## config.mk

```make
export PLATFORM = sky130hd
export DESIGN_NAME = snake_game_ctrl
export DESIGN_NICKNAME = d
export VERILOG_FILES = /design/src/rtl/snake_pkg.sv /design/src/rtl/snake_tick_gen.sv /design/src/rtl/snake_game_ctrl.sv
export SDC_FILE = /design/constraint.sdc
export NUM_CORES = 1
export LEC_CHECK = 0
export ABC_AREA = 1
export CAP_MARGIN = 20
export CELL_PAD_IN_SITES_DETAIL_PLACEMENT = 1
export CELL_PAD_IN_SITES_GLOBAL_PLACEMENT = 2
export CORE_AREA = 2 2 197 122
export DETAILED_ROUTE_END_ITERATION = 10
export DIE_AREA = 0 0 199 124
export GPL_TIMING_DRIVEN = 0
export PLACE_DENSITY_LB_ADDON = 0.1
export SLEW_MARGIN = 20
export SYNTH_ARGS = -nofsm -noshare
export SYNTH_HDL_FRONTEND = slang
export SYNTH_SLANG_ARGS = --single-unit
```

## constraint.sdc

```tcl
create_clock -name clk -period 6.4 [get_ports clk]
set_input_delay 0.96 -clock clk [delete_from_list [all_inputs] [get_ports clk]]
set_output_delay 0.96 -clock clk [all_outputs]
set_load 0.005 [all_outputs]
```

## src/rtl/snake_pkg.sv

```systemverilog
// Shared types and helpers for the snake game sequencer.
// Holds key codes, the game state encoding and the reversal filter.
package snake_pkg;

    localparam int unsigned CoordW  = 11;
    localparam int unsigned PeriodW = 26;

    typedef enum logic [2:0] {
        KeyD   = 3'd0,
        KeyS   = 3'd1,
        KeyA   = 3'd2,
        KeyW   = 3'd3,
        KeyRst = 3'd4
    } key_e;

    typedef enum logic [2:0] {
        StIdle = 3'd0,
        StInit = 3'd1,
        StPlay = 3'd2,
        StDead = 3'd3,
        StWin  = 3'd4
    } state_e;

    typedef logic [1:0] dir_t;

    // d/a and s/w share bit 0 and differ in bit 1.
    function automatic logic is_opposite(input dir_t key, input dir_t cur);
        return (key[0] == cur[0]) && (key[1] != cur[1]);
    endfunction

endpackage

```

## src/rtl/snake_tick_gen.sv

```systemverilog
// Movement tick generator: the period shrinks with score down to a floor.
// Emits a combinational one-cycle tick when the counter reaches period-1.
module snake_tick_gen
    import snake_pkg::*;
#(
    parameter int unsigned TICK_DIV   = 5000000,
    parameter int unsigned SPEED_STEP = 100000,
    parameter int unsigned MIN_DIV    = 1000000
) (
    input  logic       clk,
    input  logic       rst_n,
    input  logic       clear,
    input  logic [6:0] score,
    output logic       tick
);

    localparam logic [PeriodW-1:0] TickDiv  = PeriodW'(TICK_DIV);
    localparam logic [PeriodW-1:0] Step     = PeriodW'(SPEED_STEP);
    localparam logic [PeriodW-1:0] MinDiv   = PeriodW'(MIN_DIV);
    localparam logic [PeriodW-1:0] Headroom =
        (TICK_DIV > MIN_DIV) ? PeriodW'(TICK_DIV - MIN_DIV) : '0;

    logic [PeriodW-1:0] reduction;
    logic [PeriodW-1:0] period;
    logic [PeriodW-1:0] cnt_q, cnt_d;

    // Clamp is decided before the subtraction so it can never wrap.
    always_comb begin
        reduction = PeriodW'(score) * Step;
        period    = (reduction >= Headroom) ? MinDiv : (TickDiv - reduction);
    end

    // >= keeps the counter safe when a score bump shortens the running period.
    assign tick = !clear && (cnt_q >= (period - PeriodW'(1)));

    always_comb begin
        cnt_d = cnt_q + PeriodW'(1);
        if (clear || tick) begin
            cnt_d = '0;
        end
    end

    always_ff @(posedge clk or negedge rst_n) begin
        if (!rst_n) begin
            cnt_q <= '0;
        end else begin
            cnt_q <= cnt_d;
        end
    end

endmodule

```

## src/rtl/snake_game_ctrl.sv

```systemverilog
// Snake game sequencer: direction filter, move tick, apple scoring,
// apple request handshake and the IDLE/INIT/PLAY/DEAD/WIN state machine.
module snake_game_ctrl
    import snake_pkg::*;
#(
    parameter int unsigned TICK_DIV        = 5000000,
    parameter int unsigned SPEED_STEP      = 100000,
    parameter int unsigned MIN_DIV         = 1000000,
    parameter int unsigned APPLES_PER_GROW = 3,
    parameter int unsigned WIN_SCORE       = 30,
    parameter int unsigned APPLE_X0        = 40,
    parameter int unsigned APPLE_Y0        = 40
) (
    input  logic              clk,
    input  logic              rst_n,
    input  logic [2:0]        key_dir,
    input  logic              key_valid,
    input  logic              hit_wall,
    input  logic              hit_self,
    input  logic              ate_apple,
    input  logic [CoordW-1:0] rand_x,
    input  logic [CoordW-1:0] rand_y,
    input  logic              apple_ack,
    output logic              apple_req,
    output logic [CoordW-1:0] apple_x,
    output logic [CoordW-1:0] apple_y,
    output logic              move_tick,
    output logic [1:0]        move_dir,
    output logic              grow,
    output logic              init_body,
    output logic [6:0]        score,
    output logic [2:0]        state
);

    localparam logic [CoordW-1:0] AppleX0  = CoordW'(APPLE_X0);
    localparam logic [CoordW-1:0] AppleY0  = CoordW'(APPLE_Y0);
    localparam logic [7:0]        LastCnt  = 8'(APPLES_PER_GROW - 1);
    localparam logic [7:0]        WinScore = 8'(WIN_SCORE);

    state_e            state_q, state_d;
    dir_t              pending_dir_q, pending_dir_d;
    dir_t              move_dir_q, move_dir_d;
    logic              move_tick_q, move_tick_d;
    logic              grow_q, grow_d;
    logic              init_body_q, init_body_d;
    logic              apple_req_q, apple_req_d;
    logic [CoordW-1:0] apple_x_q, apple_x_d;
    logic [CoordW-1:0] apple_y_q, apple_y_d;
    logic [6:0]        score_q, score_d;
    logic [7:0]        apple_cnt_q, apple_cnt_d;
    logic              armed_q, armed_d;

    logic       tick;
    logic       key_rst, key_move, hit, last_apple, eat_event;
    logic [7:0] score_inc;

    snake_tick_gen #(
        .TICK_DIV   (TICK_DIV),
        .SPEED_STEP (SPEED_STEP),
        .MIN_DIV    (MIN_DIV)
    ) u_tick_gen (
        .clk   (clk),
        .rst_n (rst_n),
        .clear (state_q != StPlay),
        .score (score_q),
        .tick  (tick)
    );

    assign key_rst    = key_valid && (key_dir == KeyRst);
    assign key_move   = key_valid && !key_dir[2];
    assign hit        = hit_wall || hit_self;
    assign last_apple = (apple_cnt_q == LastCnt);
    assign score_inc  = {1'b0, score_q} + 8'd1;
    // An eat coinciding with a tick waits one cycle so grow never overlaps move_tick.
    assign eat_event  = (state_q == StPlay) && armed_q && !hit && ate_apple && !tick;

    always_ff @(posedge clk or negedge rst_n) begin
        if (!rst_n) begin
            state_q <= StIdle;
        end else begin
            state_q <= state_d;
        end
    end

    always_comb begin
        state_d = state_q;
        case (state_q)
            StIdle: if (key_move) state_d = StInit;
            StInit: state_d = StPlay;
            StPlay: begin
                if (armed_q && hit) begin
                    state_d = StDead;
                end else if (eat_event && last_apple && (score_inc == WinScore)) begin
                    state_d = StWin;
                end
            end
            default: state_d = state_q;
        endcase
        if (key_rst) begin
            state_d = StInit;
        end
    end

    always_comb begin
        pending_dir_d = pending_dir_q;
        move_dir_d    = move_dir_q;
        move_tick_d   = 1'b0;
        grow_d        = 1'b0;
        init_body_d   = 1'b0;
        apple_req_d   = apple_req_q;
        apple_x_d     = apple_x_q;
        apple_y_d     = apple_y_q;
        score_d       = score_q;
        apple_cnt_d   = apple_cnt_q;
        armed_d       = armed_q;

        if (key_move) begin
            if (state_q == StIdle) begin
                pending_dir_d = key_dir[1:0];
                move_dir_d    = key_dir[1:0];
            end else if ((state_q == StPlay) && !is_opposite(key_dir[1:0], move_dir_q)) begin
                pending_dir_d = key_dir[1:0];
            end
        end

        if (apple_req_q && apple_ack) begin
            apple_x_d   = rand_x;
            apple_y_d   = rand_y;
            apple_req_d = 1'b0;
        end

        if ((state_q == StPlay) && armed_q && hit) begin
            armed_d = 1'b0;
        end else if (eat_event) begin
            armed_d = 1'b0;
            if (!apple_req_q) begin
                apple_req_d = 1'b1;
            end
            if (last_apple) begin
                apple_cnt_d = '0;
                grow_d      = 1'b1;
                score_d     = score_inc[6:0];
            end else begin
                apple_cnt_d = apple_cnt_q + 8'd1;
            end
        end

        if (tick && (state_d == StPlay)) begin
            move_tick_d = 1'b1;
            move_dir_d  = pending_dir_q;
            armed_d     = 1'b1;
        end

        if (state_d == StInit) begin
            init_body_d = 1'b1;
            move_tick_d = 1'b0;
            grow_d      = 1'b0;
            score_d     = '0;
            apple_cnt_d = '0;
            apple_x_d   = AppleX0;
            apple_y_d   = AppleY0;
            apple_req_d = 1'b0;
            armed_d     = 1'b0;
        end
    end

    always_ff @(posedge clk or negedge rst_n) begin
        if (!rst_n) begin
            pending_dir_q <= KeyD[1:0];
            move_dir_q    <= KeyD[1:0];
            move_tick_q   <= 1'b0;
            grow_q        <= 1'b0;
            init_body_q   <= 1'b0;
            apple_req_q   <= 1'b0;
            apple_x_q     <= AppleX0;
            apple_y_q     <= AppleY0;
            score_q       <= '0;
            apple_cnt_q   <= '0;
            armed_q       <= 1'b0;
        end else begin
            pending_dir_q <= pending_dir_d;
            move_dir_q    <= move_dir_d;
            move_tick_q   <= move_tick_d;
            grow_q        <= grow_d;
            init_body_q   <= init_body_d;
            apple_req_q   <= apple_req_d;
            apple_x_q     <= apple_x_d;
            apple_y_q     <= apple_y_d;
            score_q       <= score_d;
            apple_cnt_q   <= apple_cnt_d;
            armed_q       <= armed_d;
        end
    end

    assign apple_req = apple_req_q;
    assign apple_x   = apple_x_q;
    assign apple_y   = apple_y_q;
    assign move_tick = move_tick_q;
    assign move_dir  = move_dir_q;
    assign grow      = grow_q;
    assign init_body = init_body_q;
    assign score     = score_q;
    assign state     = state_q;

endmodule

```

==> load_flow_metrics.sql, run 1 <==
INSERT INTO impl_metrics (metric_group, metric, value, unit) VALUES
('logic_synthesis', 'synth_seq_area_share', '0.279', ''),
('logic_synthesis', 'synthFlopType', 'sky130_fd_sc_hd__dfrtp_1', ''),
('pwr', 'share_seq_of_total_power', '0.229', ''),
('worst_setup_path', 'critical_path_arrival', '6450', 'ps'),
('cells_and_area', 'diodes', '0', ''),
('logic_synthesis', 'post_synth_most_frequent_cells', '217 x sky130_fd_sc_hd__nand2_1, 133 x sky130_fd_sc_hd__inv_1, 85 x sky130_fd_sc_hd__nand3_1, 83 x sky130_fd_sc_hd__nor2_1, 79 x sky130_fd_sc_hd__ha_1', ''),
('timing', 'post-route-period-util', '0.969', ''),
('clock_tree', 'clk_transition_reported_paths', '60', 'ps'),
('worst_setup_path', 'crit_path_max_incr_delay', '520', 'ps'),
('logic_synthesis', 'synth_cell_type_count', '44', ''),
('timing', 'max_freq', '161', 'MHz'),
('logic_synthesis', 'synth_warnings', '0', ''),
('pwr', 'clkPwrFrac', '0.186', ''),
('global_routing', 'number_of_antenna_violations_at_the_first_check_in_global_routing', '0', ''),
('clock_tree', 'tritoncts_clock_tree', 'yes', ''),
('outcome', 'run_status', 'finished, final reports clean', ''),
('logic_synthesis', 'cell_taking_the_most_area_after_synthesis', 'sky130_fd_sc_hd__dfrtp_1', ''),
('cells_and_area', 'final_layout_size_suffix_gt1_frac', '0.275', ''),
('cells_and_area', 'finalNonFillerCells', '1388', ''),
('floorplanning', 'row_count', '43', ''),
('pwr', 'comb_power_share', '0.586', ''),
('worst_setup_path', 'count_of_buffer_and_inverter_cells_on_the_critical_path', '5', ''),
('global_routing', 'largest_net_degree_at_the_start_of_global_routing', '45', ''),
('timing', 'final_period_minus_worst_setup_slack', '6200', 'ps'),
('placed_design', 'dpl.hpwl', '17.7', 'mm'),
('logic_synthesis', 'post_synth_top_area_share', '0.263', ''),
('placed_design', 'dp_cells', '1326', ''),
('worst_setup_path', 'critical-path-top-cell-by-count', 'sky130_fd_sc_hd__nand2_2', ''),
('floorplanning', 'fp.dieArea', '24700', 'sq um'),
('global_routing', 'grt_pass1_wl', '35.4', 'mm'),
('floorplanning', 'core-area', '22800', 'sq um'),
('logic_synthesis', 'synth.most_common_cell', 'sky130_fd_sc_hd__nand2_1', ''),
('timing', 'worst_clock_skew', '11.0', 'ps'),
('min_path', 'hp-class', 'flip-flop to flip-flop', ''),
('cells_and_area', 'area_growth', '41.4', '%'),
('worst_setup_path', 'crit_family', 'simple AND/OR/NAND/NOR gates', ''),
('detailed_routing', 'route.detailed.drc', '0', ''),
('detailed_routing', 'detail_route.wl_per_cell', '16.4', 'um'),
('worst_setup_path', 'worstSetupPathType', 'flip-flop to flip-flop', ''),
('clock_tree', 'cts-buffers-inserted', '9', ''),
('floorplanning', 'i_o_pin_total', '70', ''),
('pwr', 'power.internal', '1.50', 'mW'),
('worst_setup_path', 'path_max_fanout', '6', ''),
('timing', 'slew_violations', '0', ''),
('clock_tree', 'htreeDepth', '3', ''),
('worst_setup_path', 'critical-path-slowest-cell', 'sky130_fd_sc_hd__fa_1', ''),
('pwr', 'vdd_drop_max', '0.121', 'mV'),
('global_routing', 'groute.usage.overall', '0.186', ''),
('detailed_routing', 'vias_per_inst', '4.75', ''),
('global_routing', 'grt.overflow.total', '0', ''),
('floorplanning', 'initial_utilization', '0.297', ''),
('worst_setup_path', 'worst_setup_path_end_kind', 'flip-flop', ''),
('timing', 'hold_violations', '0', ''),
('timing', 'timing.max_slew.rel_slack', '0.561', ''),
('logic_synthesis', 'syn-mean-instance-area', '7.19', 'sq um'),
('logic_synthesis', 'post_synth_inst_count', '939', ''),
('worst_setup_path', 'cp_data_required_time', '6640', 'ps'),
('detailed_routing', 'route.vias.total', '6587', ''),
('timing', 'finalHoldWorstSlack', '492', 'ps'),
('pwr', 'swShare', '0.442', ''),
('timing', 'worst_pin_slew', '652', 'ps'),
('global_routing', 'first_global_vias', '6361', ''),
('cells_and_area', 'finalNetCount', '1187', ''),
('clock_tree', 'clk_root_buffer_cell', 'sky130_fd_sc_hd__clkbuf_16', ''),
('logic_synthesis', 'postSynthRegisterBits', '75', ''),
('worst_setup_path', 'start_kind', 'flip-flop', ''),
('timing', 'fin_tns_setup', '0', 'ps'),
('logic_synthesis', 'number_of_synthesized_flops_with_an_enable_pin', '0', ''),
('logic_synthesis', 'async_flop_share', '1.00', ''),
('timing', 'worst_slack', '196', 'ps'),
('detailed_routing', 'routed_wl', '22.8', 'mm');
-- cells by family (layout without fill, tap and decap cells) --
family	Yosys count	count (layout)	share of synthesized area
and+or+nand+nor	488	488	0.338
buffers and inverters	159	291	0.0925
AOI/OAI and AO/OA	95	95	0.0777
adders and majority gates	86	86	0.167
DFF	75	75	0.279
xor gates and xnor gates	35	35	0.0454
other	1	3	0.000556
-- stage by stage --
stage / utilization / power (mW) / area, sq um
4_1_cts: 0.386 / 2.50 / 8770
3_5_place_dp: 0.345 / 1.84 / 7860
3_3_place_gp: 0.345 / 1.83 / 7840
6_report: 0.419 / 2.68 / 9540
5_1_grt: 0.419 / 2.91 / 9540
2_1_floorplan: - / 1.42 / 6760
-- worst register-to-register path, delay by kind of cell, from the launching register on --
| kind | cells | cell delay [ps] |
|---|---|---|
| simple gates | 27 | 2510 |
| buf+inv | 5 | 510 |
| compound gates | 3 | 420 |
| fa+ha+maj | 7 | 2230 |
| flops | 1 | 450 |
-- layout by cell type, fill, tap and decap left out, types with 21 or more instances in the layout --
cell,instances
sky130_fd_sc_hd__xor2_1,23
sky130_fd_sc_hd__nand2_1,165
sky130_fd_sc_hd__inv_2,21
sky130_fd_sc_hd__a21oi_1,23
sky130_fd_sc_hd__dfrtp_1,65
sky130_fd_sc_hd__nand3_1,67
sky130_fd_sc_hd__inv_1,122
sky130_fd_sc_hd__buf_4,40
sky130_fd_sc_hd__ha_1,59
sky130_fd_sc_hd__nand2_2,48
sky130_fd_sc_hd__clkdlybuf4s50_1,68
sky130_fd_sc_hd__a21oi_2,27
sky130_fd_sc_hd__nor2_1,66
sky130_fd_sc_hd__nand4_1,30
sky130_fd_sc_hd__nor2_4,21
-- sequential cells by signal, indices dropped and copies added, names as in the netlist --
name	cells
armed_q	1
apple_cnt_q	8
grow	1
move_dir	2
apple_req	1
pending_dir_q	2
state	3
apple_y	11
score	7
u_tick_gen.cnt_q	26
init_body	1
apple_x	11
move_tick	1
-- metal layers --
metal,track usage,up-vias,share of wire
li1,-,3331,-
met1,0.320,3163,0.59
met2,0.235,86,0.37
met3,0.0301,7,0.036
met4,0.0182,0,0.0032
met5,0,-,0
-- repair_timing --
item	CTS	global route
gates cloned	2	1
pin swaps	19	47
resized for setup	94	167
setup buffers	23	21
endpoints found under the setup margin	72	67
-- worst paths after layout --
kind                                                   to                          start  slack (ps)  depth (start not counted)
max                                  score[0]$_DFFE_PN0P_           score[6]$_DFFE_PN0P_         200                         42
max in group asynchronous  u_tick_gen.cnt_q[14]$_DFF_PN0_                          rst_n        5170                          2
min reg2reg                 u_tick_gen.cnt_q[0]$_DFF_PN0_  u_tick_gen.cnt_q[0]$_DFF_PN0_         490                          1
max reg2reg                          score[0]$_DFFE_PN0P_           score[6]$_DFFE_PN0P_         200                         42
min in group asynchronous            score[3]$_DFFE_PN0P_                          rst_n         620                          1
min                         u_tick_gen.cnt_q[0]$_DFF_PN0_  u_tick_gen.cnt_q[0]$_DFF_PN0_         490                          1
-- cell type report --
| class | instances | area, sq um |
|---|---|---|
| clock buffers | 12 | 236 |
| plain buffers | 15 | 135 |
| clock inverters | 3 | 40.0 |
| inverters | 144 | 543 |
| fillers | 2785 | 13200 |
| repair buffers | 117 | 1140 |
| multi-input cells | 707 | 5160 |
| flip-flops and latches | 75 | 1890 |
| well taps | 315 | 394 |
-- power groups by stage --
stage               Sequential, mW  Clock (mW)  Combinational, mW
floorplan                    0.610           0              0.812
global placement             0.618           0               1.21
detailed placement           0.620           0               1.22
CTS                          0.612       0.509               1.38
global route                 0.624       0.529               1.75
finish                       0.614       0.498               1.57
Power figures use the tool's default switching activity.
==> run 2, diff against run 1 <==
Settings changed: SETUP_SLACK_MARGIN set to 0.2.
==> run 2 against run 1 <==
  * Fmax fell by 0.75%
  * Hold slack got worse by 0.65 ps
  * Total power shrank 0.82%
  * Combinational power is essentially flat
  * Clock power down 0.8%
  * Via count up 0.30%
  * Die area is the same
  * Critical path depth down 1
  * Sequential share of layout area is 0.22 points higher
  * Clock skew fell by 1.8 ps
  * Critical path type unchanged
  * Critical endpoint is now apple_y[6]$_DFFE_PN0P_
==> load_flow_metrics.sql, run 2 (same netlist as run 1, synthesis figures left out) <==
INSERT INTO impl_metrics (metric_group, metric, value, unit) VALUES
('outcome', 'run_status', 'finished, final reports clean', ''),
('cells_and_area', 'largest_register_ff_count', '26', ''),
('floorplanning', 'i_o_pin_total', '70', ''),
('worst_setup_path', 'critical_path_arrival', '6460', 'ps'),
('global_routing', 'groute.usage.overall', '0.188', ''),
('detailed_routing', 'first_pass_iters', '5', ''),
('worst_setup_path', 'crit_path_max_incr_delay', '540', 'ps'),
('cells_and_area', 'finalNetCount', '1188', ''),
('timing', 'fin_tns_setup', '0', 'ps'),
('worst_setup_path', 'ff2ff_path_depth', '41', ''),
('global_routing', 'first_global_vias', '6421', ''),
('timing', 'rsz_0062_raised_after_global_routing', 'true', ''),
('timing', 'worst_pin_slew', '640', 'ps'),
('detailed_routing', 'drt_iter0_markers', '318', ''),
('detailed_routing', 'routed_wl', '22.7', 'mm'),
('global_routing', 'grt_pass1_wl', '35.7', 'mm'),
('cells_and_area', 'final_layout_size_suffix_gt1_frac', '0.256', ''),
('cells_and_area', 'regMostFlops', 'u_tick_gen.cnt_q', ''),
('cells_and_area', 'diodes', '0', ''),
('clock_tree', 'cts_hold_repair.buffers', '0', ''),
('clock_tree', 'tritoncts_clock_tree', 'yes', ''),
('worst_setup_path', 'r2r-start', 'score[2]$_DFFE_PN0P_', ''),
('timing', 'hold_violations', '0', ''),
('min_path', 'timing.hold.worst_endpoint', 'u_tick_gen.cnt_q[0]$_DFF_PN0_', ''),
('floorplanning', 'core-area', '22800', 'sq um'),
('pwr', 'vdd_drop_max', '0.125', 'mV'),
('timing', 'final_period_minus_worst_setup_slack', '6250', 'ps'),
('cells_and_area', 'nFillCells', '2794', ''),
('worst_setup_path', 'crit_family', 'simple AND/OR/NAND/NOR gates', ''),
('detailed_routing', 'vias_per_inst', '4.76', ''),
('clock_tree', 'clock_path_buffers', '2', ''),
('clock_tree', 'clock-sinks', '75', ''),
('floorplanning', 'floorplan.die.width', '199', 'um'),
('cells_and_area', 'area_growth', '39.8', '%'),
('job', 'cap_violations', '0', ''),
('global_routing', 'grt.overflow.total', '0', ''),
('cells_and_area', 'layout.core_utilization', '0.415', ''),
('worst_setup_path', 'ff2ff_setup_slack', '150', 'ps'),
('detailed_routing', 'detail_route.wl_per_cell', '16.4', 'um'),
('clock_tree', 'cts-buffers-inserted', '9', ''),
('global_routing', 'largest_net_degree_at_the_start_of_global_routing', '45', ''),
('timing', 'max_freq', '160', 'MHz'),
('clock_tree', 'htreeDepth', '3', ''),
('timing', 'worst_clock_skew', '9.25', 'ps'),
('placed_design', 'routabilityCongestion', '0.812', ''),
('cells_and_area', 'layout.cells.most_common', 'sky130_fd_sc_hd__nand2_1', ''),
('worst_setup_path', 'count_of_buffer_and_inverter_cells_on_the_critical_path', '6', ''),
('clock_tree', 'clk_transition_reported_paths', '60', 'ps'),
('floorplanning', 'die_h', '124', 'um'),
('placed_design', 'place.port_buffers', '69', ''),
('timing', 'finalHoldWorstSlack', '491', 'ps'),
('placed_design', 'preCtsSetupSlack', '-1540', 'ps'),
('cells_and_area', 'layout.area.seq', '1890', 'sq um'),
('min_path', 'hp-class', 'flip-flop to flip-flop', ''),
('cells_and_area', 'mostFrequentLayoutCells', '166 x sky130_fd_sc_hd__nand2_1, 124 x sky130_fd_sc_hd__inv_1, 70 x sky130_fd_sc_hd__nand3_1', ''),
('worst_setup_path', 'start_kind', 'flip-flop', ''),
('worst_setup_path', 'critical-path-slowest-cell', 'sky130_fd_sc_hd__fa_1', ''),
('placed_design', 'dpl.hpwl', '17.7', 'mm'),
('pwr', 'totalPowerFinal', '2.66', 'mW'),
('min_path', 'hold_depth', '1', ''),
('min_path', 'min_from', 'u_tick_gen.cnt_q[0]$_DFF_PN0_', ''),
('timing', 'slew_violations', '0', ''),
('timing', 'timing.max_slew.rel_slack', '0.569', ''),
('detailed_routing', 'route.detailed.drc', '0', ''),
('timing', 'post-route-period-util', '0.977', ''),
('clock_tree', 'clock_insertion_delay_worst_skew', '340', 'ps'),
('worst_setup_path', 'terminus_of_the_critical_flop_to_flop_path', 'apple_y[6]$_DFFE_PN0P_', ''),
('global_routing', 'number_of_antenna_violations_at_the_first_check_in_global_routing', '0', ''),
('worst_setup_path', 'worstSetupPathType', 'flip-flop to flip-flop', ''),
('timing', 'setup_viol_count_final', '0', ''),
('worst_setup_path', 'critical-path-top-cell-by-count', 'sky130_fd_sc_hd__nand2_4', ''),
('cells_and_area', 'multi_input_logic_area', '5070', 'sq um'),
('floorplanning', 'fp.dieArea', '24700', 'sq um'),
('detailed_routing', 'route.vias.total', '6607', ''),
('pwr', 'power_leakage', '4.58', 'nW'),
('worst_setup_path', 'path_max_fanout', '7', ''),
('floorplanning', 'initial_utilization', '0.297', ''),
('floorplanning', 'row_count', '43', ''),
('worst_setup_path', 'cp_data_required_time', '6610', 'ps'),
('worst_setup_path', 'worst_setup_path_end_kind', 'flip-flop', ''),
('clock_tree', 'clk_root_buffer_cell', 'sky130_fd_sc_hd__clkbuf_16', ''),
('pwr', 'power_density', '282', 'nW/um^2'),
('timing', 'worst_slack', '149', 'ps'),
('detailed_routing', 'ant_nets', '0', '');
-- run 2: cell count changes in the layout (fill, tap and decap cells not counted), sizes merged --
cell    before  now
buf         56   58
clkbuf      20   19
-- run 2: stage by stage --
step	instance area (sq um)	cells
6_report	9440	1389
3_3_place_gp	7840	1325
3_5_place_dp	7860	1326
5_1_grt	9440	1389
2_1_floorplan	6760	941
4_1_cts	8980	1373
-- run 2: layout make-up --
cell class	instances	area share
Multi-Input combinational cell	707	0.537
Sequential cell	75	0.200
Timing Repair Buffer	118	0.119
Inverter	144	0.0578
Tap cell	315	0.0418
Clock buffer	12	0.0251
Buffer	15	0.0149
Clock inverter	3	0.00424
-- run 2: per-layer routing --
metal,wire [um],vias to the layer above,GRT usage
met5,0,-,0
met4,90,0,0.0182
met3,977,8,0.0322
met2,8580,103,0.240
met1,13100,3167,0.319
li1,-,3329,-
-- run 2: how the worst max path moves through the flow --
stage,from,cells past startpoint,to,slack (ps)
after global placement,score[2]$_DFFE_PN0P_,40,apple_x[4]$_DFFE_PN0P_,-1580
after CTS,score[2]$_DFFE_PN0P_,42,apple_cnt_q[5]$_DFFE_PN0P_,150
final,score[2]$_DFFE_PN0P_,41,apple_y[6]$_DFFE_PN0P_,150
after global routing,score[3]$_DFFE_PN0P_,42,score[3]$_DFFE_PN0P_,-190
after floorplan,score[2]$_DFFE_PN0P_,40,apple_x[0]$_DFFE_PN0P_,230
after detailed placement,score[2]$_DFFE_PN0P_,40,apple_y[6]$_DFFE_PN0P_,-1540
-- run 2: power breakdown --
group	internal, mW	total, mW	switching, mW
registers	0.552	0.613	0.0605
clock network	0.299	0.494	0.194
logic	0.649	1.55	0.905
total	1.50	2.66	1.16
-- run 2: repair_timing --
item,CTS,global route
resized for setup,143,87
pin swaps,48,65
endpoints found under the setup margin,72,67
buffers inserted,30,16
endpoints found under the hold margin,0,0
cloned,2,0
==> run 3, diff against run 2 <==
Settings changed: CORE_AREA 2 2 197 122 to 2 2 203 125, DIE_AREA 0 0 199 124 to 0 0 205 127, REMOVE_ABC_BUFFERS set to 1, SYNTH_HIERARCHICAL set to 1.
==> run 3 against run 2 <==
  * The flow now finishes with violations (setup timing)
  * Largest power group unchanged
  * Via count grew 5.1%
  * Hold slack got worse by 6.0 ps
  * Wire length grew 10%
  * Non-clock buffer count increased by 2
  * Combinational power is 53% lower
  * Global-route usage is 0.77 points higher
  * Count of clock-buffer cells in the layout down 1
  * Sequential share of layout area down 1.4 points
  * Fmax fell by 8.5%
==> load_flow_metrics.sql, run 3 <==
INSERT INTO impl_metrics (metric_group, metric, value, unit) VALUES
('timing', 'setup_viol_count_final', '46', ''),
('worst_setup_path', 'cp_data_required_time', '6670', 'ps'),
('logic_synthesis', 'post_synth_most_frequent_cells', '258 x sky130_fd_sc_hd__nand2_1, 134 x sky130_fd_sc_hd__inv_1, 97 x sky130_fd_sc_hd__nor2_1, 87 x sky130_fd_sc_hd__nand3_1, 80 x sky130_fd_sc_hd__ha_1', ''),
('clock_tree', 'cts-buffers-inserted', '9', ''),
('cells_and_area', 'layout.cells.most_common', 'sky130_fd_sc_hd__nand2_1', ''),
('detailed_routing', 'detail_route.wl_per_cell', '17.1', 'um'),
('timing', 'post-route-period-util', '1.07', ''),
('cells_and_area', 'finalNonFillerCells', '1466', ''),
('logic_synthesis', 'number_of_synthesized_flops_with_an_enable_pin', '0', ''),
('pwr', 'share_seq_of_total_power', '0.340', ''),
('logic_synthesis', 'async_flop_share', '1.00', ''),
('pwr', 'comb_power_share', '0.387', ''),
('global_routing', 'first_global_vias', '7253', ''),
('cells_and_area', 'final_layout_size_suffix_gt1_frac', '0.289', ''),
('floorplanning', 'initial_utilization', '0.297', ''),
('worst_setup_path', 'start_kind', 'flip-flop', ''),
('placed_design', 'dp_cells', '1379', ''),
('worst_setup_path', 'critical_path_arrival', '7100', 'ps'),
('logic_synthesis', 'post_synth_inst_count', '999', ''),
('detailed_routing', 'route.detailed.drc', '0', ''),
('pwr', 'clkPwrFrac', '0.273', ''),
('timing', 'worst_clock_skew', '11.2', 'ps'),
('logic_synthesis', 'cell_taking_the_most_area_after_synthesis', 'sky130_fd_sc_hd__dfrtp_1', ''),
('clock_tree', 'clock_insertion_delay_worst_skew', '340', 'ps'),
('clock_tree', 'htreeDepth', '3', ''),
('logic_synthesis', 'synth_warnings', '6', ''),
('global_routing', 'grt_pass1_wl', '40.0', 'mm'),
('min_path', 'hp-class', 'flip-flop to flip-flop', ''),
('detailed_routing', 'ant_nets', '0', ''),
('pwr', 'power.internal', '1.21', 'mW'),
('detailed_routing', 'first_pass_iters', '5', ''),
('worst_setup_path', 'crit_family', 'simple AND/OR/NAND/NOR gates', ''),
('worst_setup_path', 'critical-path-slowest-cell', 'sky130_fd_sc_hd__fa_1', ''),
('floorplanning', 'i_o_pin_total', '70', ''),
('outcome', 'run_status', 'finished with violations', ''),
('worst_setup_path', 'worst_setup_path_end_kind', 'flip-flop', ''),
('pwr', 'totalPowerFinal', '1.90', 'mW'),
('placed_design', 'place.port_buffers', '69', ''),
('pwr', 'swShare', '0.360', ''),
('detailed_routing', 'routed_wl', '25.0', 'mm'),
('detailed_routing', 'drt_iter0_markers', '294', ''),
('floorplanning', 'row_count', '44', ''),
('global_routing', 'number_of_antenna_violations_at_the_first_check_in_global_routing', '0', ''),
('clock_tree', 'clock_path_buffers', '2', ''),
('timing', 'max_freq', '146', 'MHz'),
('logic_synthesis', 'postSynthRegisterBits', '75', ''),
('pwr', 'vdd_drop_max', '0.167', 'mV'),
('clock_tree', 'clk_root_buffer_cell', 'sky130_fd_sc_hd__clkbuf_16', ''),
('detailed_routing', 'route.vias.total', '6941', ''),
('outcome', 'violations', 'setup timing', ''),
('floorplanning', 'floorplan.die.width', '205', 'um'),
('logic_synthesis', 'syn-mean-instance-area', '7.15', 'sq um'),
('clock_tree', 'clock-sinks', '75', ''),
('placed_design', 'dpl.hpwl', '18.0', 'mm'),
('pwr', 'power_density', '187', 'nW/um^2'),
('timing', 'slew_violations', '0', ''),
('pwr', 'p_sw', '683', 'uW'),
('pwr', 'power_leakage', '4.98', 'nW'),
('timing', 'finalHoldWorstSlack', '485', 'ps'),
('timing', 'hold_violations', '0', ''),
('logic_synthesis', 'synth_cell_type_count', '46', ''),
('cells_and_area', 'finalNetCount', '1258', ''),
('cells_and_area', 'mostFrequentLayoutCells', '222 x sky130_fd_sc_hd__nand2_1, 121 x sky130_fd_sc_hd__inv_1, 70 x sky130_fd_sc_hd__nand3_1', ''),
('global_routing', 'grt.overflow.total', '0', ''),
('logic_synthesis', 'syn_std_cell_area', '7140', 'sq um'),
('cells_and_area', 'largest_register_ff_count', '26', ''),
('floorplanning', 'core-area', '24000', 'sq um'),
('worst_setup_path', 'count_of_buffer_and_inverter_cells_on_the_critical_path', '5', ''),
('worst_setup_path', 'path_max_fanout', '7', ''),
('timing', 'worst_pin_slew', '861', 'ps'),
('logic_synthesis', 'synth.most_common_cell', 'sky130_fd_sc_hd__nand2_1', ''),
('worst_setup_path', 'crit_path_max_incr_delay', '520', 'ps'),
('logic_synthesis', 'synthFlopType', 'sky130_fd_sc_hd__dfrtp_1', ''),
('cells_and_area', 'regMostFlops', 'u_tick_gen/cnt_q', ''),
('cells_and_area', 'diodes', '0', ''),
('global_routing', 'groute.usage.overall', '0.195', ''),
('cells_and_area', 'area_growth', '42.0', '%'),
('logic_synthesis', 'post_synth_top_area_share', '0.249', ''),
('floorplanning', 'die_h', '127', 'um'),
('logic_synthesis', 'synth_seq_area_share', '0.264', ''),
('job', 'cap_violations', '0', ''),
('timing', 'final_period_minus_worst_setup_slack', '6830', 'ps'),
('timing', 'rsz_0062_raised_after_global_routing', 'true', ''),
('timing', 'timing.max_slew.rel_slack', '0.425', ''),
('global_routing', 'largest_net_degree_at_the_start_of_global_routing', '53', ''),
('clock_tree', 'clk_transition_reported_paths', '70', 'ps'),
('placed_design', 'routabilityCongestion', '0.780', ''),
('worst_setup_path', 'worstSetupPathType', 'flip-flop to flip-flop', ''),
('floorplanning', 'fp.dieArea', '26000', 'sq um'),
('detailed_routing', 'vias_per_inst', '4.73', ''),
('timing', 'worst_slack', '-433', 'ps'),
('clock_tree', 'tritoncts_clock_tree', 'yes', ''),
('logic_synthesis', 'netlist_top_cells_area', 'sky130_fd_sc_hd__dfrtp_1 25%, sky130_fd_sc_hd__ha_1 14%, sky130_fd_sc_hd__nand2_1 14%', ''),
('worst_setup_path', 'critical-path-top-cell-by-count', 'sky130_fd_sc_hd__nand2_4', '');
run 3: cell count changes after synthesis, sizes merged, moves of 5 or more:
cell    previous run  this run
nand3b             4        12
o21ai             29        17
nand4             33        21
nor2              98       118
o211ai             5        10
nor4               6         1
nand2            229       286
nand3             89        95
xor2              24        19
run 3: power by group through the flow:
| stage | combinational (mW) | sequential (mW) | clock [mW] |
|---|---|---|---|
| 6_report | 0.734 | 0.645 | 0.517 |
| 5_1_grt | 0.791 | 0.659 | 0.555 |
| 4_1_cts | 0.642 | 0.642 | 0.535 |
| 3_5_place_dp | 0.505 | 0.646 | 0 |
| 3_3_place_gp | 0.502 | 0.647 | 0 |
| 2_1_floorplan | 0.229 | 0.640 | 0 |
run 3: final timing paths:
kind	startpoint	to	slack (ps)	cells after the start
max	score[2]$_DFFE_PN0P_	score[3]$_DFFE_PN0P_	-430	45
max reg2reg	score[2]$_DFFE_PN0P_	score[3]$_DFFE_PN0P_	-430	45
max in group asynchronous	rst_n	apple_x[3]$_DFFE_PN1P_	5220	2
min reg2reg	pending_dir_q[0]$_DFFE_PN0P_	move_dir[0]$_DFFE_PN0P_	490	2
min	pending_dir_q[0]$_DFFE_PN0P_	move_dir[0]$_DFFE_PN0P_	490	2
min in group asynchronous	rst_n	u_tick_gen/cnt_q[18]$_DFF_PN0_	530	1
run 3: final cells by class:
cell class | instances | area (sq um)
Timing Repair inverter | 1 | 16.3
Fill cell | 2936 | 13900
Sequential cell | 75 | 1890
Clock buffer | 11 | 233
Clock inverter | 5 | 62.6
Tap cell | 322 | 403
Multi-Input combinational cell | 774 | 5680
Inverter | 143 | 572
Timing Repair Buffer | 135 | 1280
run 3: per-layer routing:
layer,global-route usage,vias up,routed length (um)
met5,0,-,0
met4,0.0140,0,25
met3,0.0276,2,417
met2,0.275,44,10200
met1,0.320,3379,14400
li1,-,3516,-
run 3: cells by family after synthesis:
kind of cell	share of synthesized area
XOR/XNOR	0.0344
buffers and inverters	0.0885
AND/OR/NAND/NOR	0.374
other	0.000525
adder cells (fa/ha/maj)	0.160
AO/OA/AOI/OAI	0.0790
flip-flops	0.264
run 3: tightest hold or removal path: stages (launching register included):
cell,delay [ps]
sky130_fd_sc_hd__dfrtp_1,340
sky130_fd_sc_hd__nand2_1,60
sky130_fd_sc_hd__nand3_2,50
run 3: metrics by stage:
stage | cell area (sq um) | utilization | setup TNS (ps) | worst slack [ps]
after floorplan | 7060 | - | -36680 | -991
after global placement | 8150 | 0.340 | -174370 | -3270
after detailed placement | 8180 | 0.341 | -176610 | -3280
after CTS | 9530 | 0.397 | -16250 | -413
after global routing | 10100 | 0.422 | -36050 | -825
final | 10100 | 0.422 | -17400 | -433
run 3: repair_timing:
item	4_1_cts	5_1_grt
pin swaps	70	52
cloned	5	1
buffers inserted	50	15
hold buffers	0	0
endpoints found under the setup margin	72	72
gates resized for setup	140	113
